[src/rtl/scan_decoder_pkg.sv]
// Shared types and constants for the scan decoder.
// State encoding plus mode and direction values.
package scan_decoder_pkg;

    typedef enum logic [1:0] {
        IDLE = 2'd0,
        HOLD = 2'd1,
        SCAN = 2'd2
    } state_t;

    localparam logic MODE_DIRECT = 1'b0;
    localparam logic MODE_SCAN   = 1'b1;

    localparam logic DIR_UP   = 1'b0;
    localparam logic DIR_DOWN = 1'b1;

endpackage

[src/rtl/scan_decoder_onehot_dec.sv]
// Combinational index to one-hot decoder.
// Width follows the select width of the parent.
module onehot_dec
    import scan_decoder_pkg::*;
#(
    parameter  int SEL_W = 3,
    localparam int OUT_W = 2**SEL_W
) (
    input  logic [SEL_W-1:0] sel,
    output logic [OUT_W-1:0] dec
);

    // Exactly one bit set for every select value
    always_comb begin
        dec      = '0;
        dec[sel] = 1'b1;
    end

endmodule

[src/rtl/scan_decoder.sv]
// Select decoder with sticky, timed-hold and scanning modes.
// Scan mode present only when SCAN_DECODER_SCAN_EN is defined.
module scan_decoder
    import scan_decoder_pkg::*;
#(
    parameter  int SEL_W  = 3,
    parameter  int HOLD_W = 8,
    localparam int OUT_W  = 2**SEL_W
) (
    input  logic              clk,
    input  logic              rst_n,
    input  logic              in_valid,
    output logic              in_ready,
    input  logic [SEL_W-1:0]  sel,
    input  logic              mode,
    input  logic              dir,
    input  logic [HOLD_W-1:0] hold,
    input  logic              stop,
    output logic [OUT_W-1:0]  out,
    output logic              busy,
    output logic              wrap
);

    state_t             state;
    logic [SEL_W-1:0]   idx;
    logic [SEL_W-1:0]   dec_sel;
    logic [OUT_W-1:0]   dec_out;
    logic [HOLD_W-1:0]  cnt;
    logic               accept;
    logic               scan_req;

    assign in_ready = (state == IDLE);
    assign accept   = in_valid && in_ready;

`ifdef SCAN_DECODER_SCAN_EN
    logic [HOLD_W-1:0]  reload;
    logic [SEL_W-1:0]   nxt_idx;
    logic               scan_dir;
    logic               nxt_wrap;
    logic               wrap_q;

    assign scan_req = (mode == MODE_SCAN);
    assign wrap     = wrap_q;

    // Next scan position and whether stepping to it wraps
    always_comb begin
        nxt_idx  = idx + SEL_W'(1);
        nxt_wrap = (idx == '1);
        if (scan_dir == DIR_DOWN) begin
            nxt_idx  = idx - SEL_W'(1);
            nxt_wrap = (idx == '0);
        end
    end

    assign dec_sel = (state == IDLE) ? sel : nxt_idx;
`else
    logic unused_ok;

    assign scan_req  = 1'b0;
    assign wrap      = 1'b0;
    assign dec_sel   = sel;
    assign unused_ok = ^{mode, dir, idx};
`endif

    onehot_dec #(
        .SEL_W (SEL_W)
    ) u_dec (
        .sel (dec_sel),
        .dec (dec_out)
    );

    // Control FSM with registered decode, busy and wrap outputs
    always_ff @(posedge clk or negedge rst_n) begin
        if (!rst_n) begin
            state    <= IDLE;
            out      <= '0;
            busy     <= 1'b0;
            cnt      <= '0;
            idx      <= '0;
`ifdef SCAN_DECODER_SCAN_EN
            reload   <= '0;
            scan_dir <= DIR_UP;
            wrap_q   <= 1'b0;
`endif
        end else begin
`ifdef SCAN_DECODER_SCAN_EN
            wrap_q <= 1'b0;
`endif
            unique case (state)
                IDLE: begin
                    if (accept) begin
                        idx <= sel;
                        out <= dec_out;
                        if (scan_req) begin
                            state <= SCAN;
                            busy  <= 1'b1;
                            cnt   <= (hold == '0) ? '0 : hold - HOLD_W'(1);
`ifdef SCAN_DECODER_SCAN_EN
                            reload   <= (hold == '0) ? '0 : hold - HOLD_W'(1);
                            scan_dir <= dir;
`endif
                        end else if (hold != '0) begin
                            state <= HOLD;
                            busy  <= 1'b1;
                            cnt   <= hold - HOLD_W'(1);
                        end
                    end
                end
                HOLD: begin
                    if (stop || cnt == '0) begin
                        state <= IDLE;
                        busy  <= 1'b0;
                        out   <= '0;
                    end else begin
                        cnt <= cnt - HOLD_W'(1);
                    end
                end
`ifdef SCAN_DECODER_SCAN_EN
                SCAN: begin
                    if (stop) begin
                        state <= IDLE;
                        busy  <= 1'b0;
                        out   <= '0;
                    end else if (cnt == '0) begin
                        idx    <= nxt_idx;
                        out    <= dec_out;
                        cnt    <= reload;
                        wrap_q <= nxt_wrap;
                    end else begin
                        cnt <= cnt - HOLD_W'(1);
                    end
                end
`endif
                default: begin
                    state <= IDLE;
                    busy  <= 1'b0;
                    out   <= '0;
                end
            endcase
        end
    end

endmodule
[config.mk]
export PLATFORM = sky130hd
export DESIGN_NAME = scan_decoder
export DESIGN_NICKNAME = d
export VERILOG_FILES = /design/src/rtl/scan_decoder_pkg.sv /design/src/rtl/scan_decoder_onehot_dec.sv /design/src/rtl/scan_decoder.sv
export SDC_FILE = /design/constraint.sdc
export NUM_CORES = 1
export LEC_CHECK = 0
export ABC_AREA = 1
export ABC_CLOCK_PERIOD_IN_PS = 3200
export BUFFER_PORTS_ARGS = -buffer_cell sky130_fd_sc_hd__buf_2
export CORE_MARGIN = 2
export CORE_UTILIZATION = 56
export DETAILED_ROUTE_END_ITERATION = 8
export PLACE_DENSITY = 0.95
export SETUP_SLACK_MARGIN = 0.2
export SYNTH_ARGS = -nofsm -noshare
export SYNTH_HDL_FRONTEND = slang
export SYNTH_SLANG_ARGS = --single-unit
[constraint.sdc]
create_clock -name clk -period 3.2 [get_ports clk]
set_input_delay 0.48 -clock clk [delete_from_list [all_inputs] [get_ports clk]]
set_output_delay 0.48 -clock clk [all_outputs]
set_load 0.05 [all_outputs]
==> results.json, run 1 <==
{
  "outcome": "finished, final reports clean",
  "synth_nets": 182,
  "setup_total_negative_slack_ps": 0,
  "most_frequently_used_cell_type_in_the_post_synthesis_netlist": "sky130_fd_sc_hd__nand2_1",
  "post_cts_resize_count": 0,
  "timing.rr.end": "cnt[2]",
  "core_region_area_mm2": 0.001922,
  "yosys_register_bits": 17,
  "die_height_um": 48.74,
  "synthTopCellsByArea": "sky130_fd_sc_hd__dfrtp_1 38%, sky130_fd_sc_hd__nand2_1 21%, sky130_fd_sc_hd__inv_1 8.0%",
  "cp-start-kind": "flip-flop",
  "antenna_cells": 0,
  "timing.critical_path.to_type": "primary output",
  "ys_types": 23,
  "cap_viol_max_count": 0,
  "max_slew.worst_pin.slew_ps": 562.5,
  "worstRegToRegCells": 7,
  "grt.total_usage_pct": 20.50,
  "portBuffers": 24,
  "boundaryPins": 28,
  "clock_buffer_count_from_cts": 3,
  "detail_route.vias_per_cell": 4.665,
  "gp_congestion": 0.8233,
  "hold_class": "in2async",
  "initial_utilization_pct": 58.33,
  "detail_routed_net_length_per_standard_cell_um": 9.647,
  "power_density_mw_per_mm2": 949.3,
  "ys_seq_area_share_pct": 37.95,
  "post-route-drc-count": 0,
  "ys_warn_count": 0,
  "critical_path_arrival_ps": 1470,
  "regToRegSetupSlack_ps": 1310,
  "drt_first_pass_iters": 4,
  "post-route-period-util_pct": 60.80,
  "worstPathCellList": "inv_2 -> buf_2",
  "period_needed_ps": 1946,
  "ys.flop_type": "sky130_fd_sc_hd__dfrtp_1",
  "report.final.setup_viol": 0,
  "wirelength_um": 2074,
  "fillCellCount": 180,
  "synth-edff-count": 0,
  "required_ps": 2720,
  "layout-drive-gt1-share_pct": 25.53,
  "cts.sinks": 17,
  "num_vias": 1003,
  "synth_async_sr_flop_share_pct": 100.0,
  "dieWidth_um": 48.74,
  "final_hold_viol_count": 0,
  "area_of_combinational_cells_with_multiple_inputs_um2": 565.5,
  "post_cts.repair.setup_buffers": 0,
  "cts.reportedPaths.clkPinSlew_ps": 100,
  "htree_num_levels": 1,
  "drt_first_iter_violations": 9,
  "largest_net_degree_at_the_start_of_global_routing": 18,
  "final_max_slew_viol_count": 0,
  "reg_to_reg_startpoint": "busy",
  "maxSlewHeadroom_pct": 62.50,
  "holdBufCountCts": 0,
  "cp_slowest_stage_delay_ps": 710,
  "cts_tree": "built",
  "dp_worst_setup_slack_ps": 1331,
  "hpwlAfterDp_um": 1663,
  "syn_to_final_growth_pct": 13.39,
  "die_area_mm2": 0.002376,
  "synthDominantCellAreaShare_pct": 37.95,
  "cpMaxStageDelayCell": "sky130_fd_sc_hd__dfrtp_1",
  "grt_antenna_before_repair": 0,
  "synth_commonest_cells": "63 x sky130_fd_sc_hd__nand2_1, 24 x sky130_fd_sc_hd__inv_1, 17 x sky130_fd_sc_hd__dfrtp_1",
  "post_synth_instance_area_mm2": 0.001121,
  "clock_root_buffer": "sky130_fd_sc_hd__clkbuf_4",
  "timing.setup.critical_path_class": "reg2out",
  "cts_max_path_buffers": 2,
  "vdd_ir_drop_max_mv": 0.5204,
  "max_freq_ghz": 0.5139,
  "overflow": 0,
  "netlist_instances": 164,
  "crit_fanout": 14,
  "register_area_um2": 425.4,
  "via_count_of_the_first_global_routing_pass": 978,
  "placement_rows": 16,
  "antenna_left": 0,
  "synth_area_leader_cell": "sky130_fd_sc_hd__dfrtp_1",
  "finalClockSkew_ps": 5.302,
  "grt_first_pass_wirelength_um": 3857,
  "synth_area_per_cell_um2": 6.836,
  "total_leakage_power_uw": 0.0007423,
  "worstSkewPairLatency_ps": 290,
  "post_layout_nets": 207,
  "grt_setup_unrepaired": "false",
  "finalWorstSetupSlack_ps": 1254
}
-- placed cells by master, fill, tap and decap left out, drive strengths merged --
cell type and instances:
o21bai 1, xor2 1, clkbuf 3, xnor2 1, ha 1, inv 25
conb 1, nor2 17, buf 24, o21ai 15, nand2 75, clkinv 2
or2 1, nand3 4, dfrtp 17
-- through the flow --
step	util (%)	total power (uW)	cells	hold WS, ps	area (um^2)
6_report	66.15	1207	215	78.61	1271
5_1_grt	66.15	1330	215	96.56	1271
3_5_place_dp	64.71	1098	211	419.4	1244
4_1_cts	66.15	1212	215	93.57	1271
3_3_place_gp	64.71	1064	211	406.8	1244
2_1_floorplan	-	976.2	164	184.4	1121
-- cell families (layout without fill, tap and decap cells) --
family	count (synthesis)	in the layout	synth area share (%)
other cells	1	1	0.3345
simple gates	97	97	39.40
buf+inv	30	54	11.61
flops	17	17	37.95
fa+ha+maj	1	1	1.116
xor+xnor	2	2	1.563
compound gates	16	16	8.036
-- state kept, by name, indices dropped and copies added, names as in the netlist --
register / count
busy: 1
cnt: 8
out: 8
-- final cells by class --
| cell class | count | share of cell area (%) |
|---|---|---|
| Clock buffer | 3 | 1.772 |
| Clock inverter | 1 | 0.3937 |
| Inverter | 26 | 7.776 |
| Multi-Input combinational cell | 117 | 44.49 |
| Sequential cell | 17 | 33.46 |
| Tap cell | 27 | 2.657 |
| Timing Repair Buffer | 24 | 9.449 |
-- worst max-delay path by stage --
stage / to / slack [ps] / from
global route: cnt[7] / 1070 / busy
CTS: in_ready / 1260 / busy
floorplan: cnt[6] / 1300 / busy
detailed placement: cnt[2] / 1330 / busy
global placement: cnt[6] / 1420 / busy
finish: in_ready / 1250 / busy
-- critical path, delay by kind of cell, from the launching register on --
family	cells	cell delay [ps]
buffers and inverters	2	450
flip-flops	1	710
-- routing by layer --
layer / share of wire (%) / vias to the layer above / global-route usage, %
li1: - / 534 / -
met1: 47 / 430 / 25.56
met2: 44 / 32 / 33.33
met3: 6.5 / 7 / 4.012
met4: 2.7 / 0 / 11.43
met5: 0 / - / 0
-- where the power goes --
part | internal [uW] | leakage, uW | switching [uW]
sequential | 293 | 0.000218 | 80.6
clock | 46.6 | 0.0000177 | 66.9
combinational | 221 | 0.000506 | 498
total | 561 | 0.000742 | 646
Power figures use the tool's default switching activity.
==> inputs of run 2 (changes only) <==
--- a/config.mk
+++ b/config.mk
@@ -5,13 +5,13 @@
 export SDC_FILE = /design/constraint.sdc
 export NUM_CORES = 1
 export LEC_CHECK = 0
-export ABC_AREA = 1
-export ABC_CLOCK_PERIOD_IN_PS = 3200
+export ABC_AREA = 0
+export ABC_CLOCK_PERIOD_IN_PS = 1830
 export BUFFER_PORTS_ARGS = -buffer_cell sky130_fd_sc_hd__buf_2
 export CORE_MARGIN = 2
-export CORE_UTILIZATION = 56
+export CORE_UTILIZATION = 51
 export DETAILED_ROUTE_END_ITERATION = 8
-export PLACE_DENSITY = 0.95
+export PLACE_DENSITY = 0.89
 export SETUP_SLACK_MARGIN = 0.2
 export SYNTH_ARGS = -nofsm -noshare
 export SYNTH_HDL_FRONTEND = slang
==> constraint.sdc (replaced) <==
create_clock -name clk -period 1.83 [get_ports clk]
set_input_delay 0.2745 -clock clk [delete_from_list [all_inputs] [get_ports clk]]
set_output_delay 0.2745 -clock clk [all_outputs]
set_load 0.05 [all_outputs]
==> results.json, run 2 <==
{
  "crit_family": "simple AND/OR/NAND/NOR gates",
  "netSwitchingFraction_pct": 44.00,
  "power.clock.fraction_pct": 11.5,
  "whs_path_depth": 3,
  "num_vias": 1172,
  "overflow": 0,
  "grt_setup_unrepaired": "true",
  "power_density_mw_per_mm2": 1135,
  "grt_antenna_before_repair": 0,
  "timing.critical_path.to_type": "flip-flop",
  "synth_commonest_cells": "17 x sky130_fd_sc_hd__dfrtp_1, 12 x sky130_fd_sc_hd__nor3_1, 8 x sky130_fd_sc_hd__mux2_1",
  "filler_free_cell_count_of_the_finished_design": 187,
  "timing.setup.critical_path_class": "reg2reg",
  "antenna_left": 0,
  "post_synth_instance_area_mm2": 0.001091,
  "cp-start-kind": "flip-flop",
  "clock_buffer_count_from_cts": 3,
  "worstSkewPairLatency_ps": 310,
  "p_total_uw": 1869,
  "initial_utilization_pct": 55.05,
  "power_switching_uw": 822.2,
  "detail_route.vias_per_cell": 6.267,
  "vdd_ir_drop_max_mv": 0.7867,
  "synthDominantCellAreaShare_pct": 38.99,
  "ys_types": 42,
  "yosys_register_bits": 17,
  "register_area_um2": 426.7,
  "worstPathCellList": "or4_4 -> buf_6 -> o21ai_4 -> nand2_2 -> mux2_4",
  "netlist_instances": 108,
  "most_frequently_used_cell_type_in_the_post_synthesis_netlist": "sky130_fd_sc_hd__dfrtp_1",
  "cap_viol_max_count": 0,
  "cts_max_path_buffers": 2,
  "grt_first_pass_wirelength_um": 5761,
  "cts.sinks": 17,
  "core_region_area_mm2": 0.001982,
  "cts_tree": "built",
  "biggestRegsByFlops": "cnt: 8 flops, out: 8 flops, busy: 1 flops",
  "via_count_of_the_first_global_routing_pass": 1230,
  "post-route-drc-count": 0,
  "grt.total_usage_pct": 31.08,
  "cp_slowest_stage_delay_ps": 560,
  "final_common_cell": "sky130_fd_sc_hd__buf_2",
  "utilization_pct": 83.08,
  "synth_area_leader_cell": "sky130_fd_sc_hd__dfrtp_1",
  "detail_routed_net_length_per_standard_cell_um": 21.32,
  "dieWidth_um": 50.25,
  "hpwlAfterDp_um": 2235,
  "crit_cells": 5,
  "final_hold_viol_count": 0,
  "wirelength_um": 3986,
  "syn_to_final_growth_pct": 50.92,
  "placement_rows": 16,
  "synth_nets": 126,
  "ys_seq_area_share_pct": 38.99,
  "worstRegToRegCells": 5,
  "die_height_um": 50.25,
  "cell_internal_pwr_uw": 1046,
  "area_of_combinational_cells_with_multiple_inputs_um2": 789.5,
  "ys_warn_count": 0,
  "finalClockSkew_ps": 8.254,
  "layout.cells.most_common_list": "23 x sky130_fd_sc_hd__buf_2, 22 x sky130_fd_sc_hd__buf_4, 16 x sky130_fd_sc_hd__dfrtp_1, 9 x sky130_fd_sc_hd__mux2_4, 8 x sky130_fd_sc_hd__nor3_1",
  "hold_class": "in2reg",
  "critical_path_arrival_ps": 2090,
  "numPlacedInstances": 175,
  "crit_fanout": 4,
  "combinationalPowerShare_pct": 59.8,
  "required_ps": 2030,
  "ys.flop_type": "sky130_fd_sc_hd__dfrtp_1",
  "period_needed_ps": 1888,
  "synth-edff-count": 0,
  "clock_root_buffer": "sky130_fd_sc_hd__clkbuf_4",
  "antenna_cells": 0,
  "post_layout_nets": 179,
  "finalWorstSetupSlack_ps": -58.25,
  "gp_congestion": 0.9360,
  "post-route-period-util_pct": 103.2,
  "layout-drive-gt1-share_pct": 56.88,
  "report.final.setup_viol": 11,
  "regToRegSetupSlack_ps": -60,
  "synthTopCellsByArea": "sky130_fd_sc_hd__dfrtp_1 39%, sky130_fd_sc_hd__mux2_1 8.3%, sky130_fd_sc_hd__nor3_1 5.5%",
  "htree_num_levels": 1,
  "boundaryPins": 28,
  "synth_area_per_cell_um2": 10.10,
  "die_area_mm2": 0.002525,
  "synth_async_sr_flop_share_pct": 100.0,
  "fillCellCount": 98,
  "violations": "setup timing",
  "portBuffers": 24,
  "total_leakage_power_uw": 0.0007459,
  "maxSlewHeadroom_pct": 64.32,
  "outcome": "finished with violations",
  "largest_net_degree_at_the_start_of_global_routing": 18,
  "timing.critical_path.buf_inv": 1,
  "final_max_slew_viol_count": 0,
  "max_freq_ghz": 0.5296,
  "max_slew.worst_pin.slew_ps": 531.1,
  "cpMaxStageDelayCell": "sky130_fd_sc_hd__or4_4",
  "drt_first_pass_iters": 4,
  "drt_first_iter_violations": 51,
  "cts.reportedPaths.clkPinSlew_ps": 110,
  "seq_power_share_pct": 28.7
}
run 2: cell count changes in the layout (fill, tap and decap cells not counted), sizes merged, moves of 3 or more:
cell    change
inv        -22
nor3       +12
a221oi      +3
buf        +27
nor4        +3
mux2        +9
nand2b      +4
nor2       -10
mux2i       +3
nand3       -4
nand2      -69
nor2b       +4
o21ai      -11
or4         +3
run 2: final timing paths:
path | start | end
min in group asynchronous | rst_n | cnt[3]
worst min register to register | out[4] | out[4]
worst min-delay path | hold[7] | cnt[7]
worst max-delay path | cnt[4] | cnt[0]
max in group asynchronous | rst_n | busy
worst max register to register | cnt[4] | cnt[0]
run 2: stage by stage:
stage / hold slack (ps) / cell area, um^2 / setup TNS (ps) / worst slack [ps]
finish: 320.8 / 1647 / -249.0 / -58.25
global route: 369.9 / 1647 / -783.7 / -93.03
CTS: 319.9 / 1521 / 0 / 10.93
detailed placement: 217.3 / 1429 / 0 / 3.824
global placement: 203.2 / 1429 / 0 / 40.23
floorplan: -21.09 / 1169 / -162.5 / -162.5
run 2: layout make-up:
cell class	count	share of cell area (%)
inverters	3	0.6839
well taps	27	2.052
flip-flops and latches	17	25.91
repair buffers	52	21.73
clock buffers	3	1.368
multi-input cells	84	47.95
clock inverters	1	0.3040
run 2: worst min-delay path: stages:
cell and delay [ps]:
sky130_fd_sc_hd__buf_2 130, sky130_fd_sc_hd__o211ai_1 110, sky130_fd_sc_hd__a22oi_1 70
run 2: cells by family after synthesis:
group | after synthesis | synth area share [%]
DFF | 17 | 38.99
and+or+nand+nor | 42 | 23.05
xor gates and xnor gates | 3 | 2.409
AOI/OAI and AO/OA | 25 | 18.81
muxes | 12 | 12.39
adders and majority gates | 1 | 1.147
buffers and inverters | 7 | 2.866
other | 1 | 0.3437
run 2: metal layers:
layer / vias up / wire, um / share of wire, % / global-route usage, %
met4: 0 / 131 / 3.3 / 16.20
met1: 567 / 1472 / 37 / 36.56
met3: 17 / 282 / 7.1 / 5.357
met5: - / 0 / 0 / 0
li1: 517 / - / - / -
met2: 71 / 2099 / 53 / 53.73
run 2: power by group through the flow:
stage	Clock [uW]	Sequential, uW	Combinational, uW
2_1_floorplan	0	631	427
3_3_place_gp	0	531	803
3_5_place_dp	0	541	838
4_1_cts	207	530	913
5_1_grt	233	549	1180
6_report	214	537	1120
run 2: repair_timing:
action	in CTS	in global routing
buffers inserted	4	3
pin swaps	7	6
endpoints found under the setup margin	17	18
endpoints found under the hold margin	17	0
hold buffers	1	0
gates resized for setup	7	22
